===== config.mk =====
export PLATFORM = sky130hd
export DESIGN_NAME = rn_axi_bridge
export DESIGN_NICKNAME = d
export VERILOG_FILES = /design/src/rtl/rn_axi_bridge.sv
export SDC_FILE = /design/constraint.sdc
export NUM_CORES = 1
export LEC_CHECK = 0
export ABC_AREA = 1
export CAP_MARGIN = 20
export CORE_AREA = 2 2 284 286
export DETAILED_ROUTE_END_ITERATION = 10
export DIE_AREA = 0 0 286 288
export PLACE_DENSITY = 0.44
export SYNTH_ARGS = -nofsm -noshare
export SYNTH_HDL_FRONTEND = slang
export SYNTH_SLANG_ARGS = --single-unit

===== constraint.sdc =====
create_clock -name clk -period 2.8 [get_ports clk]
set_clock_uncertainty 0.2 [all_clocks]
set_input_delay 0.56 -clock clk [delete_from_list [all_inputs] [get_ports clk]]
set_output_delay 0.56 -clock clk [all_outputs]
set_load 0.005 [all_outputs]

===== src/rtl/rn_axi_bridge.sv =====
// rtl/rn_axi_bridge.sv - AXI request-node bridge packing AW/W/AR into NoC flits and unpacking B/R
//
// Ports:
//   clk, rst_n                      clock, asynchronous active-low reset
//   AW*/W*/B*/AR*/R*                AXI slave-side channels from the master
//   aw_valid/aw_ready, aw_payload,  NoC AW request flit (registered, one-entry stage)
//     aw_tgtid, aw_srcid
//   w_valid/w_ready, w_head,        NoC W data flits (combinational, ordered behind AW)
//     w_tail, w_payload, w_tgtid, w_srcid
//   b_valid/b_ready, b_payload      NoC B response flit
//   ar_valid/ar_ready, ar_payload,  NoC AR request flit (registered, one-entry stage)
//     ar_tgtid, ar_srcid
//   r_valid/r_ready, r_head,        NoC R response flits
//     r_tail, r_payload

module rn_axi_bridge #(
    parameter logic [1:0] SRC_ID  = 2'd0,
    parameter int         TGT_BIT = 29,
    parameter int         MAX_WR  = 16,
    parameter int         MAX_RD  = 8
) (
    input  logic        clk,
    input  logic        rst_n,
    input  logic        AWVALID,
    output logic        AWREADY,
    input  logic [10:0] AWID,
    input  logic [31:0] AWADDR,
    input  logic [7:0]  AWLEN,
    input  logic [2:0]  AWSIZE,
    input  logic [1:0]  AWBURST,
    input  logic        WVALID,
    output logic        WREADY,
    input  logic [63:0] WDATA,
    input  logic [7:0]  WSTRB,
    input  logic        WLAST,
    output logic        BVALID,
    input  logic        BREADY,
    output logic [10:0] BID,
    output logic [1:0]  BRESP,
    input  logic        ARVALID,
    output logic        ARREADY,
    input  logic [10:0] ARID,
    input  logic [31:0] ARADDR,
    input  logic [7:0]  ARLEN,
    input  logic [2:0]  ARSIZE,
    input  logic [1:0]  ARBURST,
    output logic        RVALID,
    input  logic        RREADY,
    output logic [10:0] RID,
    output logic [63:0] RDATA,
    output logic [1:0]  RRESP,
    output logic        RLAST,
    output logic        aw_valid,
    input  logic        aw_ready,
    output logic [81:0] aw_payload,
    output logic        aw_tgtid,
    output logic [1:0]  aw_srcid,
    output logic        w_valid,
    input  logic        w_ready,
    output logic        w_head,
    output logic        w_tail,
    output logic [81:0] w_payload,
    output logic        w_tgtid,
    output logic [1:0]  w_srcid,
    input  logic        b_valid,
    output logic        b_ready,
    input  logic [81:0] b_payload,
    output logic        ar_valid,
    input  logic        ar_ready,
    output logic [81:0] ar_payload,
    output logic        ar_tgtid,
    output logic [1:0]  ar_srcid,
    input  logic        r_valid,
    output logic        r_ready,
    input  logic        r_head,
    input  logic        r_tail,
    input  logic [81:0] r_payload
);

    localparam int WCW = $clog2(MAX_WR + 1);
    localparam int RCW = $clog2(MAX_RD + 1);
    localparam int PW  = (MAX_WR > 1) ? $clog2(MAX_WR) : 1;
    localparam logic [WCW-1:0] WR_LIMIT = WCW'(MAX_WR);
    localparam logic [RCW-1:0] RD_LIMIT = RCW'(MAX_RD);
    localparam logic [PW-1:0]  PTR_LAST = PW'(MAX_WR - 1);

    logic [WCW-1:0]    wr_cnt;
    logic [RCW-1:0]    rd_cnt;

    logic              aw_full;
    logic [81:0]       aw_payload_q;
    logic              aw_tgtid_q;
    logic              ar_full;
    logic [81:0]       ar_payload_q;
    logic              ar_tgtid_q;

    // AW-info FIFO: one target-id bit per accepted write, consumed by the W path
    logic [MAX_WR-1:0] fifo_mem;
    logic [PW-1:0]     fifo_rd;
    logic [PW-1:0]     fifo_wr;
    logic [WCW-1:0]    fifo_cnt;
    logic              fifo_full;
    logic              fifo_nonempty;

    logic              w_first;

    logic              aw_hs;
    logic              ar_hs;
    logic              w_hs;
    logic              fifo_pop;
    logic              b_hs;
    logic              r_last_hs;

    assign fifo_full     = (fifo_cnt == WR_LIMIT);
    assign fifo_nonempty = (fifo_cnt != '0);

    // Decisions use registered counts, so a drain in the same cycle does not reopen READY
    assign AWREADY = (wr_cnt != WR_LIMIT) && !fifo_full && (!aw_full || aw_ready);
    assign ARREADY = (rd_cnt != RD_LIMIT) && (!ar_full || ar_ready);

    assign aw_hs     = AWVALID && AWREADY;
    assign ar_hs     = ARVALID && ARREADY;
    assign w_hs      = WVALID && WREADY;
    assign fifo_pop  = w_hs && WLAST;
    assign b_hs      = BVALID && BREADY;
    assign r_last_hs = RVALID && RREADY && r_tail;

    assign aw_valid   = aw_full;
    assign aw_payload = aw_payload_q;
    assign aw_tgtid   = aw_tgtid_q;
    assign aw_srcid   = SRC_ID;
    assign ar_valid   = ar_full;
    assign ar_payload = ar_payload_q;
    assign ar_tgtid   = ar_tgtid_q;
    assign ar_srcid   = SRC_ID;

    // W beats are held off until their AW has been recorded in the FIFO
    assign w_valid   = WVALID && fifo_nonempty;
    assign WREADY    = w_ready && fifo_nonempty;
    assign w_head    = w_first;
    assign w_tail    = WLAST;
    assign w_payload = {10'b0, WSTRB, WDATA};
    assign w_tgtid   = fifo_mem[fifo_rd];
    assign w_srcid   = SRC_ID;

    assign BVALID  = b_valid;
    assign b_ready = BREADY;
    assign BID     = b_payload[10:0];
    assign BRESP   = b_payload[12:11];

    assign RVALID  = r_valid;
    assign r_ready = RREADY;
    assign RID     = r_payload[10:0];
    assign RDATA   = r_payload[74:11];
    assign RRESP   = r_payload[76:75];
    assign RLAST   = r_tail;

    logic unused_bits;
    assign unused_bits = ^{b_payload[81:13], r_payload[81:77], r_head};

    always_ff @(posedge clk or negedge rst_n) begin
        if (!rst_n) begin
            aw_full      <= 1'b0;
            aw_payload_q <= '0;
            aw_tgtid_q   <= 1'b0;
        end else if (aw_hs) begin
            aw_full      <= 1'b1;
            aw_payload_q <= {22'b0, AWBURST, AWSIZE, AWLEN, 4'b0, AWADDR, AWID};
            aw_tgtid_q   <= AWADDR[TGT_BIT];
        end else if (aw_ready) begin
            aw_full      <= 1'b0;
        end
    end

    always_ff @(posedge clk or negedge rst_n) begin
        if (!rst_n) begin
            ar_full      <= 1'b0;
            ar_payload_q <= '0;
            ar_tgtid_q   <= 1'b0;
        end else if (ar_hs) begin
            ar_full      <= 1'b1;
            ar_payload_q <= {22'b0, ARBURST, ARSIZE, ARLEN, 4'b0, ARADDR, ARID};
            ar_tgtid_q   <= ARADDR[TGT_BIT];
        end else if (ar_ready) begin
            ar_full      <= 1'b0;
        end
    end

    always_ff @(posedge clk or negedge rst_n) begin
        if (!rst_n) begin
            wr_cnt <= '0;
        end else if (aw_hs && !b_hs) begin
            wr_cnt <= wr_cnt + 1'b1;
        end else if (b_hs && !aw_hs && (wr_cnt != '0)) begin
            wr_cnt <= wr_cnt - 1'b1;
        end
    end

    always_ff @(posedge clk or negedge rst_n) begin
        if (!rst_n) begin
            rd_cnt <= '0;
        end else if (ar_hs && !r_last_hs) begin
            rd_cnt <= rd_cnt + 1'b1;
        end else if (r_last_hs && !ar_hs && (rd_cnt != '0)) begin
            rd_cnt <= rd_cnt - 1'b1;
        end
    end

    always_ff @(posedge clk or negedge rst_n) begin
        if (!rst_n) begin
            fifo_mem <= '0;
            fifo_wr  <= '0;
            fifo_rd  <= '0;
            fifo_cnt <= '0;
        end else begin
            if (aw_hs) begin
                fifo_mem[fifo_wr] <= AWADDR[TGT_BIT];
                fifo_wr           <= (fifo_wr == PTR_LAST) ? '0 : fifo_wr + 1'b1;
            end
            if (fifo_pop) begin
                fifo_rd <= (fifo_rd == PTR_LAST) ? '0 : fifo_rd + 1'b1;
            end
            if (aw_hs && !fifo_pop) begin
                fifo_cnt <= fifo_cnt + 1'b1;
            end else if (fifo_pop && !aw_hs) begin
                fifo_cnt <= fifo_cnt - 1'b1;
            end
        end
    end

    // Head marker: set at reset and after each burst's last beat, cleared by any beat
    always_ff @(posedge clk or negedge rst_n) begin
        if (!rst_n) begin
            w_first <= 1'b1;
        end else if (w_hs) begin
            w_first <= WLAST;
        end
    end

endmodule


== Yosys cells after proc, flatten, opt, wreduce, memory -nomap -nowiden ==
Index checks and enable logic that the tools add are counted.
W data, S select, Z words.
Cells by class
  magnitude comparators: 3
  reductions and logical operators: 39
  multiplexer cells: 17
  add/sub/neg operators: 8
  eq/ne operators: 5
Operator list (count)
  $logic_and A1 B1 Y1: 21
  $mux W5: 4
  $bwmux W16: 1
  $mux W4: 4
  $add A4 B1 Y4 const B: 3
  $add A5 B1 Y5 const B: 2
  $lt A4 B5 Y1 const B: 2
  $reduce_bool A2 Y1: 5
  $reduce_bool A5 Y1: 2
  $sub A5 B1 Y5 const B: 2
  $eq A4 B4 Y1 const B: 2
  $logic_not A1 Y1: 8
  $mux W1: 6
  $eq A5 B5 Y1 const B: 1
  $ne A5 B5 Y1 const B: 1
  $bmux W1 S4: 1
  $demux W1 S4: 1
  $ge A4 B1 Y1 const B: 1
  $ne A4 B4 Y1 const B: 1
  $reduce_bool A4 Y1: 1
  $sub A4 B1 Y4 const B: 1
  $logic_or A1 B1 Y1: 2
Storage, ports and cells
  bits of input ports: 363
  register bits after elaboration: 155

== Logic depth before layout (Yosys ltp) ==
  depth in word-level cells: 10
  gate-level depth with buffers: 15
  depth with buffers taken out: 15

== Worst setup path before layout ==
OpenSTA, ideal clock, no wires.
  path type: input -> register
  start point: in aw_ready
  end point: reg fifo_cnt[4]
  arrival time: 2428 ps
  setup time: 79 ps
  cell stages on the path: 14
  slack: 93 ps
  path through: inv_1 nand2_1 nand4_4 inv_2 buf_2 ha_1 inv_1 fa_1 nand2_1 nand2_1 a21oi_1 o21ai_0 a21oi_1 xor2_1
Between the ends
  word-level cells in the longest chain between the ends: 6
  elaborated cells on any way between the ends: 8
  classes of those cells: 1 x mux; 7 x reduce/logical
RTL lines
  start, declared: RTL line 54  | input logic aw_ready,
  $logic_or A1 B1 Y1 *: RTL line 118  | assign AWREADY = (wr_cnt != WR_LIMIT) && !fifo_full && (!aw_full || aw_ready);
  $logic_and A1 B1 Y1 *: RTL line 118
  $logic_and A1 B1 Y1 *: RTL line 121  | assign aw_hs = AWVALID && AWREADY;
  via aw_hs: RTL line 107  | logic aw_hs;
  $logic_not A1 Y1: RTL line 225  | end else if (fifo_pop && !aw_hs) begin
  $logic_and A1 B1 Y1: RTL line 225
  $reduce_bool A2 Y1 (no source line)
  end signal, assigned: RTL line 224  | fifo_cnt <= fifo_cnt + 1'b1;
  end signal, assigned: RTL line 226  | fifo_cnt <= fifo_cnt - 1'b1;
  end, declared: RTL line 101  | logic [WCW-1:0] fifo_cnt;
Mark *: on every way through the listed nets, which the timed path passes. The rest lies on a longest branch.
A chain may end at the register's enable or synchronous reset.

== Worst setup path after layout ==
  start point: reg fifo_cnt[0]
  end point: out WREADY
Between the ends
  word-level cells in the longest chain between the ends: 2
RTL lines
  $reduce_bool A5 Y1: RTL line 115  | assign fifo_nonempty = (fifo_cnt != '0);
  $logic_and A1 B1 Y1: RTL line 139  | assign WREADY = w_ready && fifo_nonempty;
  end, declared: RTL line 32  | output logic WREADY,
Every way passes these cells.

==> impl_metrics.env <==
export IMPL_status="complete, no violations"
export IMPL_crit_type="reg2out"
export IMPL_power_share_sequential_pct=36.4
export IMPL_die_y_um=288
export IMPL_finalCritPeriodShare_pct=94.39
export IMPL_cts_buffer_depth=2
export IMPL_yosys_area_top_type="dfrtp_1"
export IMPL_die_area_mm2=0.08237
export IMPL_wl_per_cell_um=10.95
export IMPL_gp_congestion=0.7224
export IMPL_finish_utilization_pct=14.32
export IMPL_arrival_ps=1880
export IMPL_cp_cell_sequence="nor2_4, nand3b_1, nand2_1, inv_1, buf_4, clkdlybuf4s50_1"
export IMPL_clkPwrFrac_pct=24.6
export IMPL_clockRootBuffer="clkbuf_16"
export IMPL_synth_top_area_share_pct=45.67
export IMPL_fp_dieW_um=286
export IMPL_via_count=5656
export IMPL_io_pins=721
export IMPL_combPwrFrac_pct=39.0
export IMPL_hold_viol=0
export IMPL_cp_startpoint="fifo_cnt[0]"
export IMPL_ir_drop_mv=0.5951
export IMPL_dp_hpwl_mm=16.72
export IMPL_drc=0
export IMPL_end_kind="output pin"
export IMPL_place_ws_ps=-253.5
export IMPL_syn_avg_cell_area_um2=9.378
export IMPL_synth_area_mm2=0.008328
export IMPL_ant_nets=0
export IMPL_fp_row_count=104
export IMPL_fmax_ghz=0.3784
export IMPL_initial_core_util_pct=10.46
export IMPL_leakagePower_uw=0.004901
export IMPL_worst_setup_path_start_kind="register"
export IMPL_layout_setup_ws_ps=157.0
export IMPL_antenna_found_initial=0
export IMPL_drv_cap=0
export IMPL_p_switching_uw=3359
export IMPL_cts_tree="yes"
export IMPL_first_pass_iters=4
export IMPL_postSynthCellCount=888
export IMPL_fin_area_mm2=0.01140
export IMPL_wl_mm=22.61
export IMPL_p_int_uw=6682
export IMPL_layout_drive_gt1_share_pct=13.23
export IMPL_grt_util_all_layers_pct=5.417
export IMPL_path_max_fanout=4
export IMPL_maxSlewViolCount=0
export IMPL_via_per_inst=2.739
export IMPL_slowest_stage="dfrtp_2"
export IMPL_grt_max_degree=64
export IMPL_cts_buffers=17
export IMPL_insertedDiodeCount=0
export IMPL_synth_cell_types=34
export IMPL_ff2ff_setup_slack_ps=250
export IMPL_total_power_uw=10040
export IMPL_clk_latency_ps=490
export IMPL_coreArea_mm2=0.07964
export IMPL_drtIter0Drc=190
export IMPL_ys_ff_latch=153
export IMPL_post_cts_buffers=0
export IMPL_synth_area_top_cells="dfrtp_1 46%, buf_4 22%, nand2_1 12%"
export IMPL_ctsHtreeMaxLevel=4
export IMPL_powerDensity_mw_per_mm2=880.4
export IMPL_grt_pass1_vias=5786
export IMPL_place_area_mm2=0.01074
export IMPL_yosysWarnings=0
export IMPL_ys_seq_area_share_pct=45.99
export IMPL_hp_start="w_head"
export IMPL_hold_class="reg2reg"
export IMPL_area_growth_pct=36.94
export IMPL_clock_sinks=153
export IMPL_io_buffer_count=253
export IMPL_critical_path_max_stage_delay_ps=460
export IMPL_max_slew_margin_pct=50.56
export IMPL_whs_ps=265.3
export IMPL_clk_pin_slew_ps=70
export IMPL_grt_first_pass_wirelength_mm=33.29
export IMPL_grt_overflow=0
export IMPL_p_sw_share_pct=33.45
export IMPL_worstReg2RegStart="wr_cnt[0]"
export IMPL_tightest_slew_ps=741.5
export IMPL_min_period_ps=2643
export IMPL_required_ps=2040
export IMPL_setup_viol=0
export IMPL_final_nets=1372
## per-layer routing
layer  vias to the layer above  wire (µm)  global-route usage [%]
met1                      2613       8043                   5.376
met3                       105       2415                   3.177
met5                         -          0                       0
met4                         0       1508                   4.738
li1                       2690          -                       -
met2                       248      10640                   8.057
## cells in the final DEF (no fill, tap or decap), drive strengths merged, types with 2 or more instances in the layout
cell type      netlist  routed
o21ai               28      28
clkbuf               1      19
clkinvlp             0       4
a32o                 2       2
mux2                56      56
bufinv               0       2
o211ai               3       3
dfrtp              152     152
conb                 1      68
clkdlybuf4s50        0     250
nor2                22      22
buf                257      23
a21o                 2       2
ha                  14      14
a21oi                9       9
nand2              259     259
inv                 39      46
mux2i                2       2
fa                   3       3
xor2                 7       7
nand3               21      21
nor3                 2       2
## synth_stat cells, drive strengths merged
master	count
ha	14
nor2	22
inv	39
nand2	259
a21oi	9
o21ai	28
conb	1
and2	1
nand4	1
fa	3
nand3b	1
xnor2	1
o211ai	3
mux2	56
a31oi	1
o31ai	1
xor2	7
a21o	2
clkbuf	1
dfrtp	152
nand3	21
o22a	1
nor3	2
dfstp	1
a32o	2
mux2i	2
buf	257
## registers in the layout (all words and copies together), names as in the netlist, 4 cells and up
register and count:
wr_cnt 5, rd_cnt 4, ar_payload 56, fifo_mem 16, fifo_rd 4, aw_payload 56
fifo_wr 4, fifo_cnt 5
## per-stage QoR
stage                     TNS [ps]  instances
after detailed placement    -521.7       2032
final                            0       2065
after global routing       -0.8311       2065
after global placement      -538.3       2032
after floorplan                  0        955
after CTS                        0       2065
## cell type report
type / instances / area (µm²)
inverter: 39 / 146.4
timing repair buffer: 276 / 2749
clock inverter: 13 / 156.4
fill: 9006 / 68230
sequential: 153 / 3834
multi-input combinational: 505 / 2740
clock buffer: 19 / 452.9
tap: 1060 / 1326
## repair_timing
item | CTS | global route
resized for setup | 9 | 10
cloned | 0 | 0
endpoints found under the hold margin | 58 | 0
endpoints found under the setup margin | 2 | 4
pin swaps | 0 | 1
hold buffers | 1 | 0
## logic make-up (layout without fill, tap and decap cells)
logic type	count (synthesis)	in the layout	synth area share [%]
AOI/OAI and AO/OA	47	47	3.185
buffers and inverters	297	347	24.59
xor gates and xnor gates	8	8	0.8414
adders and majority gates	17	17	2.825
and+or+nand+nor	307	307	14.71
other	1	68	0.04503
muxes	58	58	7.812
DFF	153	153	45.99
## power by group through the flow
stage / clock, µW / sequential [µW] / combinational (µW)
global route: 2670 / 3780 / 4370
finish: 2470 / 3660 / 3920
CTS: 2610 / 3650 / 3970
global placement: 0 / 3630 / 3920
detailed placement: 0 / 3650 / 3970
floorplan: 0 / 3620 / 2030
## worst max-delay path, delay by kind of cell (launching register included)
kind / cells / cell delay (ps)
buffers and inverters: 3 / 620
DFF: 1 / 460
and+or+nand+nor: 3 / 340
## worst paths after layout
check | to | depth (start not counted)
hold reg to reg | w_head | 2
hold / removal | w_head | 2
setup reg to reg | fifo_cnt[4] | 13
min in group asynchronous | fifo_cnt[2] | 2
max in group asynchronous | ar_payload[9] | 3
setup / recovery | WREADY | 6
Power figures use the tool's default switching activity.
